===== src/rtl/pe_power_domain_ctrl.sv =====
// Power-domain sequencer for one gated PE group: walks the domain through
// clock gate, isolation, retention, power switch and domain reset in order.
module pe_power_domain_ctrl #(
    parameter int SETTLE_CYCLES   = 4,
    parameter int RST_HOLD_CYCLES = 2,
    parameter int TIMEOUT_CYCLES  = 16,
    parameter int CNT_W           = 8
) (
    input  logic             clk,
    input  logic             rst,
    input  logic             pwr_req,
    input  logic             pwr_good,
    output logic             pwr_ack,
    output logic             busy,
    output logic             clk_en,
    output logic             iso_en,
    output logic             ret_save,
    output logic             ret_restore,
    output logic             pwr_sw_en,
    output logic             dom_rst,
    output logic             err,
    output logic [3:0]       state
);

    typedef enum logic [3:0] {
        OFF      = 4'd0,
        SW_ON    = 4'd1,
        SETTLE   = 4'd2,
        RST_HOLD = 4'd3,
        RESTORE  = 4'd4,
        DEISO    = 4'd5,
        UNGATE   = 4'd6,
        ON       = 4'd7,
        GATE_CLK = 4'd8,
        ISOLATE  = 4'd9,
        SAVE     = 4'd10,
        SW_OFF   = 4'd11,
        ERR      = 4'd12
    } state_t;

    // Counters are loaded with N-1 so that a timed state lasts exactly N cycles.
    localparam logic [CNT_W-1:0] SETTLE_LOAD   = CNT_W'(SETTLE_CYCLES - 1);
    localparam logic [CNT_W-1:0] RST_HOLD_LOAD = CNT_W'(RST_HOLD_CYCLES - 1);
    localparam logic [CNT_W-1:0] TIMEOUT_LOAD  = CNT_W'(TIMEOUT_CYCLES - 1);

    state_t           state_q;
    state_t           state_nxt;
    logic [CNT_W-1:0] cnt_q;
    logic [CNT_W-1:0] cnt_nxt;
    logic             cnt_zero;

    logic busy_d, clk_en_d, iso_en_d, ret_save_d, ret_restore_d;
    logic pwr_sw_en_d, dom_rst_d, err_d, pwr_ack_d;

    assign cnt_zero = (cnt_q == '0);
    assign state    = state_q;

    always_comb begin
        state_nxt = state_q;
        cnt_nxt   = cnt_q;
        case (state_q)
            OFF: begin
                if (pwr_req) begin
                    state_nxt = SW_ON;
                    cnt_nxt   = TIMEOUT_LOAD;
                end
            end
            SW_ON: begin
                if (pwr_good) begin
                    state_nxt = SETTLE;
                    cnt_nxt   = SETTLE_LOAD;
                end else if (cnt_zero) begin
                    state_nxt = ERR;
                end else begin
                    cnt_nxt = cnt_q - 1'b1;
                end
            end
            SETTLE: begin
                if (!pwr_good) begin
                    state_nxt = ERR;
                end else if (cnt_zero) begin
                    state_nxt = RST_HOLD;
                    cnt_nxt   = RST_HOLD_LOAD;
                end else begin
                    cnt_nxt = cnt_q - 1'b1;
                end
            end
            RST_HOLD: begin
                if (!pwr_good) begin
                    state_nxt = ERR;
                end else if (cnt_zero) begin
                    state_nxt = RESTORE;
                end else begin
                    cnt_nxt = cnt_q - 1'b1;
                end
            end
            RESTORE:  state_nxt = DEISO;
            DEISO:    state_nxt = UNGATE;
            UNGATE:   state_nxt = ON;
            // A supply fault outranks a power-down request.
            ON: begin
                if (!pwr_good) begin
                    state_nxt = ERR;
                end else if (!pwr_req) begin
                    state_nxt = GATE_CLK;
                end
            end
            GATE_CLK: state_nxt = ISOLATE;
            ISOLATE:  state_nxt = SAVE;
            SAVE: begin
                state_nxt = SW_OFF;
                cnt_nxt   = SETTLE_LOAD;
            end
            SW_OFF: begin
                if (cnt_zero) begin
                    state_nxt = OFF;
                end else begin
                    cnt_nxt = cnt_q - 1'b1;
                end
            end
            ERR: begin
                if (!pwr_req) begin
                    state_nxt = OFF;
                end
            end
            default:  state_nxt = OFF;
        endcase
    end

    // Outputs are decoded from the next state so the registers line up with state_q.
    always_comb begin
        busy_d        = 1'b1;
        clk_en_d      = 1'b0;
        iso_en_d      = 1'b1;
        ret_save_d    = 1'b0;
        ret_restore_d = 1'b0;
        pwr_sw_en_d   = 1'b1;
        dom_rst_d     = 1'b0;
        err_d         = 1'b0;
        pwr_ack_d     = pwr_ack;
        case (state_nxt)
            OFF: begin
                busy_d      = 1'b0;
                pwr_sw_en_d = 1'b0;
                dom_rst_d   = 1'b1;
                pwr_ack_d   = 1'b0;
            end
            SW_ON, SETTLE, RST_HOLD: dom_rst_d = 1'b1;
            RESTORE:  ret_restore_d = 1'b1;
            DEISO, UNGATE, GATE_CLK: iso_en_d = 1'b0;
            ON: begin
                busy_d    = 1'b0;
                clk_en_d  = 1'b1;
                iso_en_d  = 1'b0;
                pwr_ack_d = 1'b1;
            end
            ISOLATE:  iso_en_d = 1'b1;
            SAVE:     ret_save_d = 1'b1;
            SW_OFF: begin
                pwr_sw_en_d = 1'b0;
                dom_rst_d   = 1'b1;
            end
            ERR: begin
                busy_d      = 1'b0;
                pwr_sw_en_d = 1'b0;
                dom_rst_d   = 1'b1;
                err_d       = 1'b1;
            end
            default: begin
                busy_d      = 1'b0;
                pwr_sw_en_d = 1'b0;
                dom_rst_d   = 1'b1;
            end
        endcase
    end

    always_ff @(posedge clk) begin
        if (rst) begin
            state_q     <= OFF;
            cnt_q       <= '0;
            pwr_ack     <= 1'b0;
            busy        <= 1'b0;
            clk_en      <= 1'b0;
            iso_en      <= 1'b1;
            ret_save    <= 1'b0;
            ret_restore <= 1'b0;
            pwr_sw_en   <= 1'b0;
            dom_rst     <= 1'b1;
            err         <= 1'b0;
        end else begin
            state_q     <= state_nxt;
            cnt_q       <= cnt_nxt;
            pwr_ack     <= pwr_ack_d;
            busy        <= busy_d;
            clk_en      <= clk_en_d;
            iso_en      <= iso_en_d;
            ret_save    <= ret_save_d;
            ret_restore <= ret_restore_d;
            pwr_sw_en   <= pwr_sw_en_d;
            dom_rst     <= dom_rst_d;
            err         <= err_d;
        end
    end

endmodule


===== config.mk =====
export PLATFORM = sky130hd
export DESIGN_NAME = pe_power_domain_ctrl
export DESIGN_NICKNAME = d
export VERILOG_FILES = /design/src/rtl/pe_power_domain_ctrl.sv
export SDC_FILE = /design/constraint.sdc
export NUM_CORES = 1
export LEC_CHECK = 0
export CORE_MARGIN = 3
export CORE_UTILIZATION = 55
export CTS_CLUSTER_DIAMETER = 80
export DETAILED_ROUTE_END_ITERATION = 8
export PLACE_DENSITY = 0.79
export SYNTH_ARGS = -nofsm -noshare
export SYNTH_HDL_FRONTEND = slang
export SYNTH_SLANG_ARGS = --single-unit
export TNS_END_PERCENT = 5

===== constraint.sdc =====
create_clock -name clk -period 2.5 [get_ports clk]
set_input_delay 0.375 -clock clk [delete_from_list [all_inputs] [get_ports clk]]
set_output_delay 0.375 -clock clk [all_outputs]
set_load 0.05 [all_outputs]

==> run_results.csv <==
group,metric,value,unit
floorplanning,die_w,56.0,um
setup_path,ff2ff_setup_slack,0.30,ns
final_layout,drive_gt1_share,11.0,%
pwr,power.density,1330,mW/mm^2
setup_path,startpoint_type,"flip-flop",
timing,setup_viol,0,
pwr,combPwrFrac,62.4,%
clock_tree,clock-sinks,21,
pwr,p_seq_share,29.5,%
timing,fmax,417,MHz
timing,setup_slack,0.103,ns
timing,tightest_slew,0.738,ns
pwr,vdd_ir_drop_max,0.000873,V
logic_synthesis,ys_seq_area_share,30.5,%
final_layout,diodes,0,
clock_tree,path_clk_slew,0.13,ns
final_layout,fin_nets,188,
logic_synthesis,synth_async_sr_flop_share,0,%
logic_synthesis,synthDistinctLibCells,53,
drt,drc,0,
logic_synthesis,synth-seq-cells,21,
floorplanning,coreArea,0.00230,mm^2
logic_synthesis,synthFlopType,"dfxtp_1",
drt,drt_iter0_drc,34,
timing,skew,0.0156,ns
final_layout,areaGrowthSynthToFinish,13.0,%
grt,gr-usage-met1,28.9,%
timing,slew_viol_final,0,
pwr,swShare,51.1,%
timing,finalSetupTns,0,ns
clock_tree,cts_setup_buffers,0,
logic_synthesis,yosysWarnings,0,
logic_synthesis,syn_nets,176,
floorplanning,start_util,59.9,%
worst_hold_path,min_path_type,"flip-flop to flip-flop",
setup_path,crit_slowest_cell,"clkdlybuf4s50_1",
pwr,power.leakage,0.554,nW
grt,grt_max_degree,27,
drt,routedWlPerCell,15.1,um
setup_path,cpPeakStageDelay,0.93,ns
drt,ant_nets,0,
logic_synthesis,syn_avg_cell_area,8.10,um^2
setup_path,critPathLaunch,"state[3]$_SDFF_PP0_",
grt,grt_usage,21.1,%
setup_path,cp-end-kind,"primary output",
clock_tree,htree_levels,1,
setup_path,critPathKind,"flip-flop to primary output",
setup_path,cp.depth,1,
timing,min_period,2.40,ns
placed_design,dp.cells,205,
drt,vias,1265,
setup_path,cp.required,2.12,ns
drt,vias_per_cell,6.05,
grt,grt_busiest_layer,"met2",
floorplanning,dieArea,0.00314,mm^2
setup_path,critical_path.endpoint,"state[3]",
setup_path,cp_cell_sequence,"clkdlybuf4s50_1",
timing,slew_headroom,50.7,%
clock_tree,cts_buffer_depth,2,
placed_design,io_buffers,16,
grt,antenna_found_initial,0,
setup_path,path_delay_family,"buffers and inverters",
pwr,switching_power,0.00106,W
floorplanning,die_h,56.0,um
clock_tree,cts_tree,"yes",
setup_path,r2r_end,"pwr_sw_en$_SDFF_PP0_",
grt,grt_first_pass_wirelength,5.45,mm
timing,hold_viol,0,
pwr,clockPowerShare,8.1,%
logic_synthesis,synth_edf_count,0,
clock_tree,clk_latency,0.31,ns
final_layout,fin_cells,209,
clock_tree,cts-root-buf,"clkbuf_4",
grt,use_met2,33.6,%
grt,overflow,0,
timing,fin_crit_sh,95.9,%
setup_path,crit_buf_inv,1,
setup_path,r2r_cells,6,
setup_path,cp.arrival,2.02,ns
clock_tree,cts_made_buffers,3,
floorplanning,num_io_pins,17,
flow_run,maxCapViolCount,0,
placed_design,gp_congestion,0.821,
setup_path,path_max_fanout,23,
grt,grt_pass1_vias,1198,
placed_design,hpwl,2.31,mm
logic_synthesis,synth_cells,170,
grt,gr-usage-met3,3.25,%
drt,first_pass_iters,4,
logic_synthesis,syn_area,0.00138,mm^2
outcome,status,"finished, final reports clean",
drt,drt-total-wl,3.15,mm
pwr,internal_power,0.00101,W
floorplanning,rows,17,
setup_path,r2r-start,"state[3]$_SDFF_PP0_",
placed_design,place_ws,0.0438,ns
timing,grt_setup_unrepaired,"no",
through the flow:
| stage | hold WS [ns] | utilization [%] | power [W] | instance area [um^2] |
|---|---|---|---|---|
| finish | 0.507 | 67.7 | 0.00208 | 1560 |
| global route | 0.528 | 67.7 | 0.00225 | 1560 |
| CTS | 0.505 | 67.6 | 0.00207 | 1550 |
| detailed placement | 0.482 | 66.4 | 0.00190 | 1530 |
| global placement | 0.475 | 66.4 | 0.00187 | 1530 |
| floorplan | 0.451 | - | 0.00162 | 1380 |
kinds of logic after synthesis:
group                      synth area share [%]
and+or+nand+nor                            33.5
DFF                                        30.5
AOI/OAI and AO/OA                          26.5
buffers and inverters                      5.73
muxes                                     0.727
adders and majority gates                  1.82
xor gates and xnor gates                   1.27
worst min path at each step:
stage / start / end / slack, ns / cells past startpoint
3_3_place_gp: cnt_q[7]$_SDFFE_PP0P_ / cnt_q[7]$_SDFFE_PP0P_ / 0.47 / 2
5_1_grt: cnt_q[7]$_SDFFE_PP0P_ / cnt_q[7]$_SDFFE_PP0P_ / 0.53 / 2
3_5_place_dp: cnt_q[7]$_SDFFE_PP0P_ / cnt_q[7]$_SDFFE_PP0P_ / 0.48 / 2
2_1_floorplan: cnt_q[7]$_SDFFE_PP0P_ / cnt_q[7]$_SDFFE_PP0P_ / 0.45 / 2
4_1_cts: cnt_q[7]$_SDFFE_PP0P_ / cnt_q[7]$_SDFFE_PP0P_ / 0.50 / 2
6_report: cnt_q[7]$_SDFFE_PP0P_ / cnt_q[7]$_SDFFE_PP0P_ / 0.51 / 2
state kept, by name (all words and copies together), names as in the netlist:
register / count
ret_save: 1
busy: 1
dom_rst: 1
pwr_ack: 1
err: 1
clk_en: 1
ret_restore: 1
cnt_q: 8
iso_en: 1
pwr_sw_en: 1
state: 4
cell type report:
class,count,area [um^2]
multi-input cells,133,877
fillers,205,742
flip-flops and latches,21,423
repair buffers,17,168
well taps,28,35.0
inverters,6,25.0
clock buffers,3,22.5
clock inverters,1,5.00
timing repair:
action,CTS,global route
setup endpoints to repair,0,2
hold buffers,0,0
resized for setup,0,2
power groups by stage:
stage / Combinational (W) / Clock, W / Sequential [W]
6_report: 0.00129 / 0.000169 / 0.000612
5_1_grt: 0.00143 / 0.000188 / 0.000636
4_1_cts: 0.00129 / 0.000174 / 0.000606
3_5_place_dp: 0.00129 / 0 / 0.000613
3_3_place_gp: 0.00126 / 0 / 0.000606
2_1_floorplan: 0.000925 / 0 / 0.000694
synth_stat cells, types with 2 or more instances:
cell,n,area share [%]
inv_1,5,1.4
or3b_1,2,1.3
dfxtp_1,21,31
nor3b_1,2,1.1
nand3b_1,3,1.6
ha_1,2,1.8
nand2b_1,5,2.3
a21o_1,3,1.6
or2_1,2,0.91
o21ai_0,11,4.0
nor2b_1,6,2.7
nand2_1,14,3.8
a21oi_1,11,4.0
nand4_1,3,1.4
and2_1,5,2.3
nor3_1,7,2.5
clkbuf_1,2,0.55
o21ai_1,2,0.73
a31oi_1,4,1.8
nand3_1,7,2.5
and3_1,3,1.4
buf_2,7,2.5
nor2_1,13,3.5
metal layers:
layer	routed length, um	up-vias
met2	1540	33
met1	1460	590
met3	113	5
li1	-	637
met5	0	-
met4	36	0
cell usage in the layout, fill, tap and decap left out, types with 2 or more instances in the layout:
master / count
dfxtp_1: 19
nor3b_1: 2
and2_1: 5
or2_1: 2
o21ai_1: 2
nor2b_1: 6
nor2_1: 13
a21o_1: 3
or3b_1: 2
nor3_1: 7
inv_1: 5
o21ai_0: 11
nand4_1: 3
a31oi_1: 4
nand2b_1: 5
a21oi_1: 11
and3_1: 3
dfxtp_2: 2
nand3b_1: 3
ha_1: 2
clkbuf_4: 3
clkdlybuf4s50_1: 16
nand3_1: 7
nand2_1: 14
Note: power is estimated with default switching activity, not from simulation.
